[config.mk]
export PLATFORM = sky130hd
export DESIGN_NAME = sys_issue_ctrl
export DESIGN_NICKNAME = d
export VERILOG_FILES = /design/src/rtl/sys_issue_ctrl.sv
export SDC_FILE = /design/constraint.sdc
export NUM_CORES = 1
export LEC_CHECK = 0
export ABC_AREA = 0
export CORE_UTILIZATION = 38
export DETAILED_ROUTE_END_ITERATION = 6
export DONT_BUFFER_PORTS = 1
export MAX_ROUTING_LAYER = met4
export SKIP_CTS_REPAIR_TIMING = 1
export SLEW_MARGIN = 15
export SYNTH_ARGS = -nofsm -noshare
export SYNTH_HDL_FRONTEND = slang
export SYNTH_SLANG_ARGS = --single-unit
[constraint.sdc]
create_clock -name clk -period 3.3 [get_ports clk]
set_clock_uncertainty 0.15 [all_clocks]
set_input_delay 0.165 -clock clk [delete_from_list [all_inputs] [get_ports clk]]
set_output_delay 0.165 -clock clk [all_outputs]
set_load 0.005 [all_outputs]
[src/rtl/sys_issue_ctrl.sv]
// sys_issue_ctrl: issue/completion controller for the serialized system RS.
// It takes one request from the system reservation station and holds it until
// that entry reaches the ROB head. It then starts the system FU and waits for
// completion, giving up after a bounded number of cycles.
//
// Ports:
//   clk, rst          clock; synchronous active-high reset
//   Stall, Flush      pipeline stall / flush
//   Kill_Enable       branch mispredict kill, qualified by FUBR_SpecTag
//   Update_KillMask   branch resolved correct; drop FUBR_SpecTag bits from mask
//   FUBR_SpecTag      resolving branch tag
//   Req_Valid/RobIdx/KillMask   system RS request
//   Rob_HeadValid/HeadIdx       ROB head entry
//   Fu_Ready, Fu_Done           system FU handshake
//   Issued_Valid      issue confirmation to RS; doubles as FU start
//   Fu_Abort          abort pulse to FU (flush or timeout while running)
//   Busy              controller not idle
//   Timeout_Err       completion timeout pulse
//   Cur_RobIdx        last captured ROB index
module sys_issue_ctrl #(
    parameter int ROB_W  = 6,
    parameter int SPEC_W = 4,
    parameter int TO_W   = 10
) (
    input  logic              clk,
    input  logic              rst,
    input  logic              Stall,
    input  logic              Flush,
    input  logic              Kill_Enable,
    input  logic              Update_KillMask,
    input  logic [SPEC_W-1:0] FUBR_SpecTag,
    input  logic              Req_Valid,
    input  logic [ROB_W-1:0]  Req_RobIdx,
    input  logic [SPEC_W-1:0] Req_KillMask,
    input  logic              Rob_HeadValid,
    input  logic [ROB_W-1:0]  Rob_HeadIdx,
    input  logic              Fu_Ready,
    input  logic              Fu_Done,
    output logic              Issued_Valid,
    output logic              Fu_Abort,
    output logic              Busy,
    output logic              Timeout_Err,
    output logic [ROB_W-1:0]  Cur_RobIdx
);

    typedef enum logic [1:0] {IDLE, WAIT_HEAD, WAIT_DONE} state_t;

    // The counter is cleared on issue and sits at k-1 in the k-th WAIT_DONE
    // cycle. The timeout fires in the cycle whose increment would reach the
    // all-ones terminal count. The FU therefore gets 2^TO_W-1 cycles to finish.
    localparam logic [TO_W-1:0] TO_PRE = {{(TO_W-1){1'b1}}, 1'b0};

    state_t            state, state_nxt;
    logic [TO_W-1:0]   cnt, cnt_nxt;
    logic [ROB_W-1:0]  cap_idx, cap_idx_nxt;
    logic [SPEC_W-1:0] cap_mask, cap_mask_nxt;

    logic kill_req;   // kill hitting the incoming request
    logic kill_cap;   // kill hitting the captured entry
    logic head_hit;

    assign kill_req = Kill_Enable && |(FUBR_SpecTag & Req_KillMask);
    assign kill_cap = Kill_Enable && |(FUBR_SpecTag & cap_mask);
    assign head_hit = Rob_HeadValid && (Rob_HeadIdx == cap_idx);

    always_ff @(posedge clk) begin
        if (rst) begin
            state    <= IDLE;
            cnt      <= '0;
            cap_idx  <= '0;
            cap_mask <= '0;
        end else begin
            state    <= state_nxt;
            cnt      <= cnt_nxt;
            cap_idx  <= cap_idx_nxt;
            cap_mask <= cap_mask_nxt;
        end
    end

    always_comb begin
        state_nxt    = state;
        cnt_nxt      = cnt;
        cap_idx_nxt  = cap_idx;
        cap_mask_nxt = cap_mask;
        Issued_Valid = 1'b0;
        Fu_Abort     = 1'b0;
        Timeout_Err  = 1'b0;

        case (state)
            IDLE: begin
                if (Req_Valid && !Stall && !Flush && !kill_req) begin
                    cap_idx_nxt  = Req_RobIdx;
                    cap_mask_nxt = Req_KillMask;
                    state_nxt    = WAIT_HEAD;
                end
            end
            WAIT_HEAD: begin
                if (Update_KillMask)
                    cap_mask_nxt = cap_mask & ~FUBR_SpecTag;
                if (Flush || kill_cap || !Req_Valid) begin
                    state_nxt = IDLE;
                end else if (head_hit && Fu_Ready && !Stall) begin
                    Issued_Valid = 1'b1;
                    cnt_nxt      = '0;
                    state_nxt    = WAIT_DONE;
                end
            end
            WAIT_DONE: begin
                // Flush outranks Fu_Done, and Fu_Done outranks the timeout.
                if (Flush) begin
                    Fu_Abort  = 1'b1;
                    state_nxt = IDLE;
                end else if (Fu_Done) begin
                    state_nxt = IDLE;
                end else if (cnt == TO_PRE) begin
                    Timeout_Err = 1'b1;
                    Fu_Abort    = 1'b1;
                    state_nxt   = IDLE;
                end else begin
                    cnt_nxt = cnt + TO_W'(1);
                end
            end
            default: state_nxt = IDLE;
        endcase

        // Reset silences every pulse, including an abort from WAIT_DONE.
        if (rst) begin
            Issued_Valid = 1'b0;
            Fu_Abort     = 1'b0;
            Timeout_Err  = 1'b0;
        end
    end

    assign Busy       = !rst && (state != IDLE);
    assign Cur_RobIdx = rst ? '0 : cap_idx;

endmodule

==> flow_metrics.py <==
metrics = {
    "cells_and_area": {
        "nNetsFinal": 205,
        "fillerInstances": 349,
        "multiInputGateArea_um2": 792,
        "fin_util_pct": 47.9,
        "n_antenna_cell": 0,
        "area_taken_by_flip_flops_and_latches_um2": 440,
        "post_route_cells_drive_above_1_share_pct": 6.43,
        "flow.area_growth_from_synthesis_pct": 16.4,
    },
    "floorplan": {
        "core_um2": 3150,
        "die_w_um": 60.4,
        "io_pins": 40,
        "design.die.area_um2": 3650,
        "floorplan.initialDensity_pct": 41.2,
        "rows": 20,
        "die_height_um": 60.4,
    },
    "worst_setup_path": {
        "cpMostUsedCell": "sky130_fd_sc_hd__dlygate4sd3_1",
        "crit_chain": "nor2_1 -> and3_1 -> a32oi_1 -> dlygate4sd3_1 -> a21oi_1 -> dlygate4sd3_1",
        "cp_data_arrival_time_ns": 2.73,
        "cpLargestDelayFamily": "buffers and inverters",
        "critical-path-slowest-cell": "sky130_fd_sc_hd__dlygate4sd3_1",
        "worstPathMaxFanout": 11,
        "critical_path.startpoint_type": "register",
        "worst-setup-path-type": "reg -> reg",
        "worstSetupEndpointType": "register",
        "critical-path-max-stage-delay_ns": 0.58,
        "timing.critical_path.buf_inv": 2,
        "critPathRequiredTime_ns": 3.41,
    },
    "drt": {
        "viasPerCell": 5.60,
        "drt-pass1-iter-count": 4,
        "drt.antenna.violating_nets": 0,
        "drcViolationCount": 0,
        "detailroute.via_count": 1203,
        "starting_drt_drc_count": 50,
        "wl_per_cell_um": 14.1,
        "wl_um": 3030,
    },
    "placement": {
        "place_hpwl_um": 2070,
        "place.gp.congestion": 0.775,
        "port_buffers": 0,
    },
    "sta": {
        "totalNegativeSetupSlack_ns": 0,
        "part_of_the_cycle_the_worst_path_needs_pct": 79.3,
        "final_hold_violating_endpoints": 2,
        "measured_slew_at_the_worst_slew_check_pin_ns": 0.986,
        "achievable-frequency_mhz": 382,
        "period_minus_slack_ns": 2.62,
        "worst_hold_slack_ns": -0.0333,
        "maxSlewHeadroom_pct": 34.0,
        "setup_viol": 0,
        "rsz0062_at_grt": "no",
        "timing.final.max_slew_violations": 0,
    },
    "clocking": {
        "cts.htree.levels": 1,
        "cts-buffers-inserted": 3,
        "cts-root-buf": "sky130_fd_sc_hd__clkbuf_4",
        "clock-sinks": 22,
        "clk-insertion-delay-late_ns": 0.31,
        "worst_setup_hold_path_clk_slew_ns": 0.12,
        "clock_tree.buffer_depth": 2,
        "tritoncts_clock_tree": "yes",
    },
    "synth": {
        "synth_area_um2": 1300,
        "synth_cell_type_count": 41,
        "yosysTopAreaCellShare_pct": 33.9,
        "synth.area.top_cells": "sky130_fd_sc_hd__dfxtp_1 (34%), sky130_fd_sc_hd__o32ai_1 (6.1%), sky130_fd_sc_hd__nand2_1 (5.8%)",
        "top_count_cell_post_synth": "sky130_fd_sc_hd__dfxtp_1",
        "synth_seq_cells": 22,
        "synth_warnings": 0,
        "avgSynthCellArea_um2": 8.21,
        "synth_nets": 190,
        "synthCells": 158,
        "synth_edf_count": 0,
        "synth_async_sr_flop_share_pct": 0,
        "synth-main-ff-cell": "sky130_fd_sc_hd__dfxtp_1",
        "synthDominantAreaCellType": "sky130_fd_sc_hd__dfxtp_1",
        "synth_seq_area_share_pct": 33.9,
        "synth_common_cells": "sky130_fd_sc_hd__dfxtp_1 (22), sky130_fd_sc_hd__nand2_1 (20), sky130_fd_sc_hd__a21oi_1 (13)",
    },
    "outcome": {
        "violations": "negative hold slack",
        "outcome": "finished with violations",
    },
    "global_routing": {
        "vias_in_the_first_global_route": 1064,
        "wire_length_of_the_first_global_routing_pass_um": 4620,
        "grt_use_met1_pct": 21.4,
        "overflow": 0,
        "grt.met3_usage_pct": 2.56,
        "grt_antenna_before_repair": 0,
        "maximum_number_of_pins_on_one_net_before_global_route_repair": 38,
        "grt.busiest_layer": "met2",
        "globalRouteMet2Util_pct": 28.3,
        "grt_usage_pct": 17.2,
    },
    "power": {
        "power.static_leakage_nw": 0.475,
        "total_power_mw": 0.440,
        "max-vdd-ir-drop_mv": 0.153,
        "power_density_nw_per_um2": 292,
    },
    "job": {
        "max_cap_viol_count": 0,
    },
    "min_path": {
        "hold_class": "in -> reg",
    },
}
-- worst register-to-register path, delay by kind of cell, from the launching register on --
family | cells | cell delay, ns
AOI/OAI and AO/OA | 2 | 0.21
buffers and inverters | 2 | 1.15
DFF | 1 | 0.35
and+or+nand+nor | 2 | 0.71
-- metrics by stage --
step | std cells | cell area [um2] | hold slack [ns] | worst slack, ns
3_5_place_dp | 195 | 1320 | 0.0893 | 1.23
5_1_grt | 215 | 1510 | 0.0145 | 0.529
6_report | 215 | 1510 | -0.0333 | 0.683
3_3_place_gp | 195 | 1320 | 0.0884 | 1.28
4_1_cts | 198 | 1340 | -0.252 | 1.16
2_1_floorplan | 158 | 1300 | 0.151 | 1.58
-- routing by layer --
metal	share of wire, %	vias to the layer above
li1	-	603
met1	45	565
met2	48	31
met3	5.2	4
met4	1.2	0
met5	0	-
-- placed cells by master (no fill, tap or decap), types with 2 or more instances in the layout --
cell type / synthesis / layout
sky130_fd_sc_hd__nor2_1: 8 / 8
sky130_fd_sc_hd__and3_1: 2 / 2
sky130_fd_sc_hd__nor2b_1: 7 / 7
sky130_fd_sc_hd__xnor2_1: 7 / 7
sky130_fd_sc_hd__a22oi_1: 2 / 2
sky130_fd_sc_hd__a21oi_1: 13 / 13
sky130_fd_sc_hd__a21boi_0: 2 / 2
sky130_fd_sc_hd__a32oi_1: 4 / 4
sky130_fd_sc_hd__nor3b_1: 2 / 2
sky130_fd_sc_hd__nand2_1: 20 / 20
sky130_fd_sc_hd__xor2_1: 4 / 4
sky130_fd_sc_hd__ha_1: 2 / 2
sky130_fd_sc_hd__nand4_1: 3 / 3
sky130_fd_sc_hd__inv_1: 8 / 8
sky130_fd_sc_hd__nand2b_1: 6 / 6
sky130_fd_sc_hd__nand3_1: 7 / 7
sky130_fd_sc_hd__a22o_1: 2 / 2
sky130_fd_sc_hd__clkbuf_4: 0 / 3
sky130_fd_sc_hd__o21ai_0: 3 / 3
sky130_fd_sc_hd__o32ai_1: 9 / 9
sky130_fd_sc_hd__dfxtp_1: 22 / 22
sky130_fd_sc_hd__dlygate4sd3_1: 0 / 17
-- cell type report --
type,instances,area share (%)
well taps,44,3.65
repair buffers,17,11.3
inverters,8,1.99
clock buffers,3,1.49
multi-input cells,121,52.4
flip-flops and latches,22,29.2
-- cells by family after synthesis --
family | count (synthesis) | synth area share, %
AOI/OAI and AO/OA | 41 | 23.1
xor gates and xnor gates | 11 | 7.43
adders and majority gates | 2 | 1.93
buffers and inverters | 15 | 5.01
DFF | 22 | 33.9
muxes | 1 | 0.868
and+or+nand+nor | 66 | 27.7
-- flip-flops by register name (all words and copies together), names as in the netlist --
name / count
cap_mask: 4
cap_idx: 6
state: 2
cnt: 10
-- path summary, 6_finish.rpt --
kind | startpoint | endpoint | slack (ns) | cells past startpoint
setup reg to reg | state[1] | cap_mask[0] | 0.68 | 6
hold reg to reg | cap_idx[4] | cap_idx[4] | 0.34 | 2
hold / removal | Update_KillMask | cap_mask[2] | -0.03 | 3
setup / recovery | state[1] | cap_mask[0] | 0.68 | 6
-- report_power, final --
group | switching [mW] | internal [mW] | leakage [nW] | total (mW)
Sequential | 0.00309 | 0.269 | 0.178 | 0.272
Clock | 0.0804 | 0.0428 | 0.0138 | 0.123
Combinational | 0.0203 | 0.0246 | 0.284 | 0.0449
Total | 0.104 | 0.337 | 0.475 | 0.440
No activity file was read; power rests on OpenSTA's default activity.
